===== src/rtl/imm_ext_pipe.sv =====
`default_nettype none
// ============================================================================
// Module   : imm_ext_pipe
// Purpose  : Registered immediate extender for the decode/execute boundary.
//            Decodes the immediate from the raw instruction word under a
//            one-hot format select, sign-extends it to XLEN, and precomputes
//            pc + imm. A valid/ready handshake with a two-entry skid buffer
//            keeps in_ready registered without losing beats on backpressure.
// Revision : 1.0 - initial release
// ============================================================================
module imm_ext_pipe #(
  parameter int XLEN = 32,
  // Shift-amount width follows XLEN; not meant to be overridden.
  parameter int SHW  = (XLEN == 64) ? 6 : 5
) (
  input  logic            clk,
  input  logic            rstn,
  input  logic            flush,
  input  logic            in_valid,
  output logic            in_ready,
  input  logic [31:0]     instr,
  input  logic [5:0]      ext_op,
  input  logic [XLEN-1:0] pc,
  output logic            out_valid,
  input  logic            out_ready,
  output logic [XLEN-1:0] imm,
  output logic [XLEN-1:0] tgt,
  output logic            op_err
);

  // One-hot format selects.
  localparam logic [5:0] C_OP_SHAMT = 6'b100000;
  localparam logic [5:0] C_OP_I     = 6'b010000;
  localparam logic [5:0] C_OP_S     = 6'b001000;
  localparam logic [5:0] C_OP_B     = 6'b000100;
  localparam logic [5:0] C_OP_U     = 6'b000010;
  localparam logic [5:0] C_OP_J     = 6'b000001;

  // Input-side combinational results.
  logic [XLEN-1:0] w_imm;
  logic [XLEN-1:0] w_tgt;
  logic            w_err;
  logic            w_accept;
  logic            w_drain;

  // The opcode field never carries immediate bits.
  logic            w_unused_opcode;
  assign w_unused_opcode = ^instr[6:0];

  // Output entry and skid entry state.
  logic            out_valid_q, out_valid_d;
  logic [XLEN-1:0] out_imm_q,   out_imm_d;
  logic [XLEN-1:0] out_tgt_q,   out_tgt_d;
  logic            out_err_q,   out_err_d;
  logic            skid_valid_q, skid_valid_d;
  logic [XLEN-1:0] skid_imm_q,   skid_imm_d;
  logic [XLEN-1:0] skid_tgt_q,   skid_tgt_d;
  logic            skid_err_q,   skid_err_d;
  logic            in_ready_q,   in_ready_d;

  // Decode the immediate for the selected format; anything not exactly
  // one-hot yields zero, and more than one bit set is flagged.
  always_comb begin
    w_imm = '0;
    w_err = (ext_op & (ext_op - 6'd1)) != 6'd0;
    case (ext_op)
      C_OP_SHAMT: w_imm = XLEN'(instr[20 +: SHW]);
      C_OP_I:     w_imm = XLEN'($signed(instr[31:20]));
      C_OP_S:     w_imm = XLEN'($signed({instr[31:25], instr[11:7]}));
      C_OP_B:     w_imm = XLEN'($signed({instr[31], instr[7], instr[30:25],
                                          instr[11:8], 1'b0}));
      C_OP_U:     w_imm = XLEN'($signed({instr[31:12], 12'b0}));
      C_OP_J:     w_imm = XLEN'($signed({instr[31], instr[19:12], instr[20],
                                          instr[30:21], 1'b0}));
      default:    w_imm = '0;
    endcase
  end

  // Target is formed regardless of format; overflow simply wraps.
  assign w_tgt    = pc + w_imm;
  assign w_accept = in_valid && in_ready_q;
  assign w_drain  = out_valid_q && out_ready;

  // Next-state for the two entries: SKID always refills OUT first so the
  // older beat leaves before any newer one.
  always_comb begin
    out_valid_d  = out_valid_q;
    out_imm_d    = out_imm_q;
    out_tgt_d    = out_tgt_q;
    out_err_d    = out_err_q;
    skid_valid_d = skid_valid_q;
    skid_imm_d   = skid_imm_q;
    skid_tgt_d   = skid_tgt_q;
    skid_err_d   = skid_err_q;

    if (flush) begin
      out_valid_d  = 1'b0;
      skid_valid_d = 1'b0;
    end else if (!out_valid_q || w_drain) begin
      if (skid_valid_q) begin
        out_valid_d  = 1'b1;
        out_imm_d    = skid_imm_q;
        out_tgt_d    = skid_tgt_q;
        out_err_d    = skid_err_q;
        skid_valid_d = 1'b0;
      end else if (w_accept) begin
        out_valid_d  = 1'b1;
        out_imm_d    = w_imm;
        out_tgt_d    = w_tgt;
        out_err_d    = w_err;
      end else begin
        out_valid_d  = 1'b0;
      end
    end else if (w_accept) begin
      skid_valid_d = 1'b1;
      skid_imm_d   = w_imm;
      skid_tgt_d   = w_tgt;
      skid_err_d   = w_err;
    end

    in_ready_d = !skid_valid_d;
  end

  // State registers with synchronous active-low reset.
  always_ff @(posedge clk) begin
    if (!rstn) begin
      out_valid_q  <= 1'b0;
      out_imm_q    <= '0;
      out_tgt_q    <= '0;
      out_err_q    <= 1'b0;
      skid_valid_q <= 1'b0;
      skid_imm_q   <= '0;
      skid_tgt_q   <= '0;
      skid_err_q   <= 1'b0;
      in_ready_q   <= 1'b1;
    end else begin
      out_valid_q  <= out_valid_d;
      out_imm_q    <= out_imm_d;
      out_tgt_q    <= out_tgt_d;
      out_err_q    <= out_err_d;
      skid_valid_q <= skid_valid_d;
      skid_imm_q   <= skid_imm_d;
      skid_tgt_q   <= skid_tgt_d;
      skid_err_q   <= skid_err_d;
      in_ready_q   <= in_ready_d;
    end
  end

  assign in_ready  = in_ready_q;
  assign out_valid = out_valid_q;
  assign imm       = out_imm_q;
  assign tgt       = out_tgt_q;
  assign op_err    = out_err_q;

endmodule
`default_nettype wire


===== config.mk =====
export PLATFORM = sky130hd
export DESIGN_NAME = imm_ext_pipe
export DESIGN_NICKNAME = d
export VERILOG_FILES = /design/src/rtl/imm_ext_pipe.sv
export SDC_FILE = /design/constraint.sdc
export NUM_CORES = 1
export LEC_CHECK = 0
export ABC_CLOCK_PERIOD_IN_PS = 4330
export BUFFER_PORTS_ARGS = -buffer_cell sky130_fd_sc_hd__buf_2
export CAP_MARGIN = 40
export CORE_AREA = 2 2 122 124
export CTS_BUF_LIST = sky130_fd_sc_hd__clkbuf_4
export CTS_CLUSTER_DIAMETER = 120
export CTS_CLUSTER_SIZE = 24
export DETAILED_ROUTE_END_ITERATION = 7
export DIE_AREA = 0 0 124 126
export PLACE_DENSITY = 0.76
export SYNTH_ARGS = -nofsm -noshare
export SYNTH_HDL_FRONTEND = slang
export SYNTH_SLANG_ARGS = --single-unit

===== constraint.sdc =====
create_clock -name clk -period 4.33 [get_ports clk]
set_input_delay 0.866 -clock clk [delete_from_list [all_inputs] [get_ports clk]]
set_output_delay 0.866 -clock clk [all_outputs]
set_load 0.01 [all_outputs]

Word-level counts from Yosys, hierarchy flattened
Cells that the tools add are included.
{"block": "op_classes", "div": 0, "bitwise_logic": 4, "addsub": 2, "mux": 12, "order_cmp": 0, "multipliers": 0, "eq_ne": 6, "reduce_logical": 10, "shift": 0}
{"operator": "32-bit case mux with 6 select lines", "count": 1}
{"operator": "32-bit two-way mux", "count": 4}
{"operator": "32-bit adder", "count": 1}
{"operator": "1-bit two-way mux", "count": 7}
{"operator": "6-bit bitwise AND", "count": 1}
{"operator": "6-bit by 1-bit equality test with 1-bit output, second input constant", "count": 1}
{"operator": "6-bit by 2-bit equality test with 1-bit output, second input constant", "count": 1}
{"operator": "6-bit by 3-bit equality test with 1-bit output, second input constant", "count": 1}
{"operator": "6-bit by 4-bit equality test with 1-bit output, second input constant", "count": 1}
{"operator": "6-bit by 5-bit equality test with 1-bit output, second input constant", "count": 1}
{"operator": "6-bit equality test, second input constant", "count": 1}
{"operator": "3-bit AND reduction", "count": 2}
{"operator": "6-bit nonzero test", "count": 1}
{"operator": "6-bit by 1-bit subtractor with 6-bit output, second input constant", "count": 1}
{"operator": "1-bit NOT", "count": 3}
{"operator": "1-bit logical AND", "count": 2}
{"operator": "1-bit logical NOT", "count": 2}
{"operator": "2-bit nonzero test", "count": 1}
{"operator": "2-bit OR reduction", "count": 1}
{"operator": "1-bit logical OR", "count": 1}
{"block": "totals", "mem_bits_ro": 0, "reg_bits": 133, "latch_bits": 0, "out_inout_bits": 67, "in_bits": 75, "wordCells": 43, "memories": 0, "mem_bits_rw": 0}

Depth between registers and ports, before layout
{"block": "depth", "depth_word": 5, "ltp_mapped": 21, "ltp_nobuf": 19}

Least setup slack after synthesis
OpenSTA, ideal clock, no wires.
{"block": "synth_timing", "kind": "input port to flip-flop", "start": "in ext_op[0]", "end": "reg out_tgt_q[28], in the netlist tgt[28]", "t_required_ns": 4.204, "stages": 15, "n_path_buf": 1, "setup_slack_ns": 0.207, "setup_ns": 0.126, "t_arrival_ns": 3.997, "cell_sequence": "buf_2 -> or2_2 -> nor4_1 -> a22oi_1 -> fa_1 -> nor2b_4 -> o211ai_2 -> a21boi_2 -> o211a_1 -> o2111ai_1 -> and3_4 -> o31ai_4 -> a21oi_2 -> xor2_1 -> o211ai_2"}
{"block": "synth_via", "elab_chain_len": 5, "word_cells_on_any_way": 10, "cone_classes": "add/sub (1); eq/ne (6); mux (3)"}
{"element": "start: declaration", "line_no": "22", "source": "input logic [5:0] ext_op,"}
{"element": "6-bit by 1-bit equality test with 1-bit output, or another cell as far along", "line_no": "66", "source": "case (ext_op)"}
{"element": "32-bit case mux with 6 select lines *", "line_no": "66"}
{"element": "32-bit adder *", "line_no": "80", "source": "assign w_tgt = pc + w_imm;"}
{"element": "32-bit two-way mux *", "line_no": "106", "source": "end else if (w_accept) begin"}
{"element": "32-bit two-way mux *", "line_no": "100", "source": "if (skid_valid_q) begin"}
{"element": "end signal: assignment", "line_no": "139", "source": "out_tgt_q <= out_tgt_d;"}
{"element": "end: declaration", "line_no": "53", "source": "logic [XLEN-1:0] out_tgt_q, out_tgt_d;"}
Every way passes the cells marked *; elsewhere a longest branch is shown, timed or not. The select of a mux whose other input is x is not followed.
A chain may end at the register's enable or synchronous reset.

Worst setup path after layout
{"block": "layout_timing", "start": "in ext_op[4]", "end": "reg out_tgt_q[31], in the netlist tgt[31]"}
{"block": "layout_via", "elab_chain_len": 5, "word_cells_on_any_way": 10, "cone_classes": "add/sub (1); eq/ne (6); mux (3)"}
{"element": "6-bit by 1-bit equality test with 1-bit output, or another cell as far along", "line_no": "66"}
{"element": "32-bit case mux with 6 select lines *", "line_no": "66"}
{"element": "via w_imm[14]", "line_no": "40", "source": "logic [XLEN-1:0] w_imm;"}
{"element": "32-bit adder *", "line_no": "80"}
{"element": "32-bit two-way mux *", "line_no": "106"}
{"element": "32-bit two-way mux *", "line_no": "100"}
Mark *: on every way through the listed nets, which the timed path passes. The rest lies on a longest branch. The select of a mux whose other input is x is not followed.

==> impl_metrics.yaml <==
power_and_ir_drop:
  peakVddDrop_uv: 132
  power_density_nw_per_um2: 297
  p_leak_nw: 4.09
floorplan:
  die_w_um: 124
  coreArea_um2: 14300
  rows: 44
  die-area_um2: 15600
  floorplan.initialDensity: 0.513
  io_pins: 142
  die_h_um: 126
timing:
  grt_setup_unrepaired: "no"
  final_max_slew_viol_count: 0
  fin_tns_setup_ns: 0
  period_share: 0.883
  fin_worst_skew_ns: 0.0108
  max-slew-margin-rel: 0.395
  hold_violations: 0
  tightest_slew_ns: 0.907
  setup_viol: 0
  fmax_mhz: 261
  final.min_clock_period_ns: 3.82
clock_network:
  cts_setup_buffers: 0
  root_buffer: "clkbuf_4"
  clkLatencyLatePin_ns: 0.56
  cts_resized: 0
  cts_max_level: 4
  path_clk_slew_ns: 0.12
  cts.sinks: 133
  ctsHoldBuffers: 0
  cts.path.max_buffers: 2
  cts_buffers: 17
  cts_tree: "done"
grt:
  grt_start_max_net_pins: 94
  grt_pass1_wl_um: 32900
  antenna_found_initial: 1
  grt_pass1_vias: 6637
  grt_use_total: 0.268
  grt_remaining_overflow: 0
logic_synthesis:
  synth_warnings: 0
  syn_area_um2: 7340
  syn_inst: 977
  ys.flop_type: "dfxtp_1"
  async_flop_share: 0
  synth_edf_count: 0
  seq_area_frac_synth: 0.363
  synth_nets: 1084
  ys_types: 60
  synth_seq_cells: 133
  syn_area_per_cell_um2: 7.51
critical_path:
  cp_max_fo: 11
  cp-start-kind: "input port"
  required_ns: 4.80
  critical_path.most_common_cell: "o21ai_1"
  cpPeakStageDelay_ns: 0.47
  arrival_ns: 4.29
  cp-end-kind: "flop"
  cp_slowest_cell: "or3_1"
  path_cells: "buf_2, or3_1, nor3_4, buf_4, a21oi_1, inv_1, ha_1, a21o_1, a211oi_2, o21ai_1, nand4bb_1, and3b_1, o31ai_2, xor2_1, o21ai_1, o211a_1"
  critical_path_class: "input port to flop"
  crit_family: "simple AND/OR/NAND/NOR gates"
  crit_buf_inv: 3
routing:
  ant_nets: 0
  drcViolationCount: 0
  dr.pass1.iters: 5
  wl_met3_um: 1230
  met2_length_um: 9690
  drt_iter0_drc: 484
  dr.max_layer_used: "met4"
  routed_wl_um: 20800
  viasPerCell: 5.49
  avgRoutedWirePerCell_um: 15.4
  via_count: 7410
  wl_met1_um: 9570
layout:
  layout_common_cells: "nand2_1, buf_2, dfxtp_1, a21oi_1, nor2_1"
  nets: 1259
  drive_gt1_frac: 0.241
  area_growth_pct: 23.0
  final_common_cell: "nand2_1"
  finalInstanceArea_um2: 9030
placement:
  dpl.hpwl_um: 14900
  place_area_um2: 8690
  io_buffers: 134
  place.gp.congestion: 0.936
status:
  outcome: "completed"
hold_path:
  hold_path_class: "flop to flop"
run:
  maxCapViolCount: 0
## tightest hold or removal path: stages (launching register included)
cell and delay [ns]:
dfxtp_1 0.32, nand2_1 0.05, a21oi_1 0.05
## cells by family (layout without fill, tap and decap cells)
family	count (synthesis)	count (layout)	synth area share
buffers and inverters	105	293	0.0564
xor gates and xnor gates	34	34	0.0406
adders and majority gates	32	32	0.0556
DFF	133	133	0.363
and+or+nand+nor	355	355	0.211
muxes	12	12	0.0164
AOI/OAI and AO/OA	306	306	0.257
other	0	1	0
## through the flow
step | hold slack [ns] | util | power (mW) | worst slack [ns] | instances
finish | 0.453 | 0.631 | 2.68 | 0.505 | 1350
global route | 0.482 | 0.631 | 2.80 | 0.222 | 1350
CTS | 0.458 | 0.631 | 2.69 | 0.598 | 1349
detailed placement | 0.442 | 0.607 | 1.74 | 0.00530 | 1317
global placement | 0.438 | 0.607 | 1.73 | 0.0201 | 1316
floorplan | 0.432 | - | 1.56 | 0.207 | 977
## layout make-up
class | count | area (um2)
inverters | 38 | 144
diodes | 1 | 2.50
fillers | 1321 | 5290
flip-flops and latches | 133 | 2660
well taps | 184 | 230
clock buffers | 17 | 128
repair buffers | 223 | 1380
multi-input cells | 739 | 4280
clock inverters | 15 | 205
## metal layers
metal / vias to the layer above / global-route usage
li1: 3747 / -
met1: 3416 / 0.375
met2: 230 / 0.423
met3: 17 / 0.0498
met4: 0 / 0.0753
met5: - / 0
## cell usage after synthesis, drive strengths merged (14+ instances only)
master | count | area [um2]
dfxtp | 133 | 2660
ha | 31 | 388
nor2 | 89 | 334
o211ai | 16 | 130
o21ai | 64 | 332
a21oi | 133 | 677
inv | 38 | 143
buf | 14 | 72.6
xnor2 | 21 | 184
clkbuf | 53 | 199
nor3 | 14 | 86.3
nand2 | 196 | 736
a211oi | 39 | 298
## registers in the layout, summed over array words and instances (netlist names)
register	count
in_ready	1
tgt	32
imm	32
skid_valid_q	1
skid_imm_q	32
op_err	1
skid_tgt_q	32
skid_err_q	1
out_valid	1
## where the power goes
part	switching, mW	total [mW]	internal (mW)
sequential	0.0186	1.28	1.26
clock	0.505	0.967	0.462
combinational	0.254	0.436	0.183
total	0.778	2.68	1.90
## final timing paths
check,endpoint,startpoint,depth (start not counted),slack (ns)
worst min-delay path,imm[27]$_SDFFE_PN0P_,imm[27]$_SDFFE_PN0P_,2,0.45
worst max-delay path,tgt[31]$_SDFFE_PN0P_,ext_op[4],16,0.51
worst max register to register,imm[15]$_SDFFE_PN0P_,skid_valid_q$_SDFF_PN0_,4,2.54
worst min register to register,imm[27]$_SDFFE_PN0P_,imm[27]$_SDFFE_PN0P_,2,0.45
Note: power is estimated with default switching activity, not from simulation.
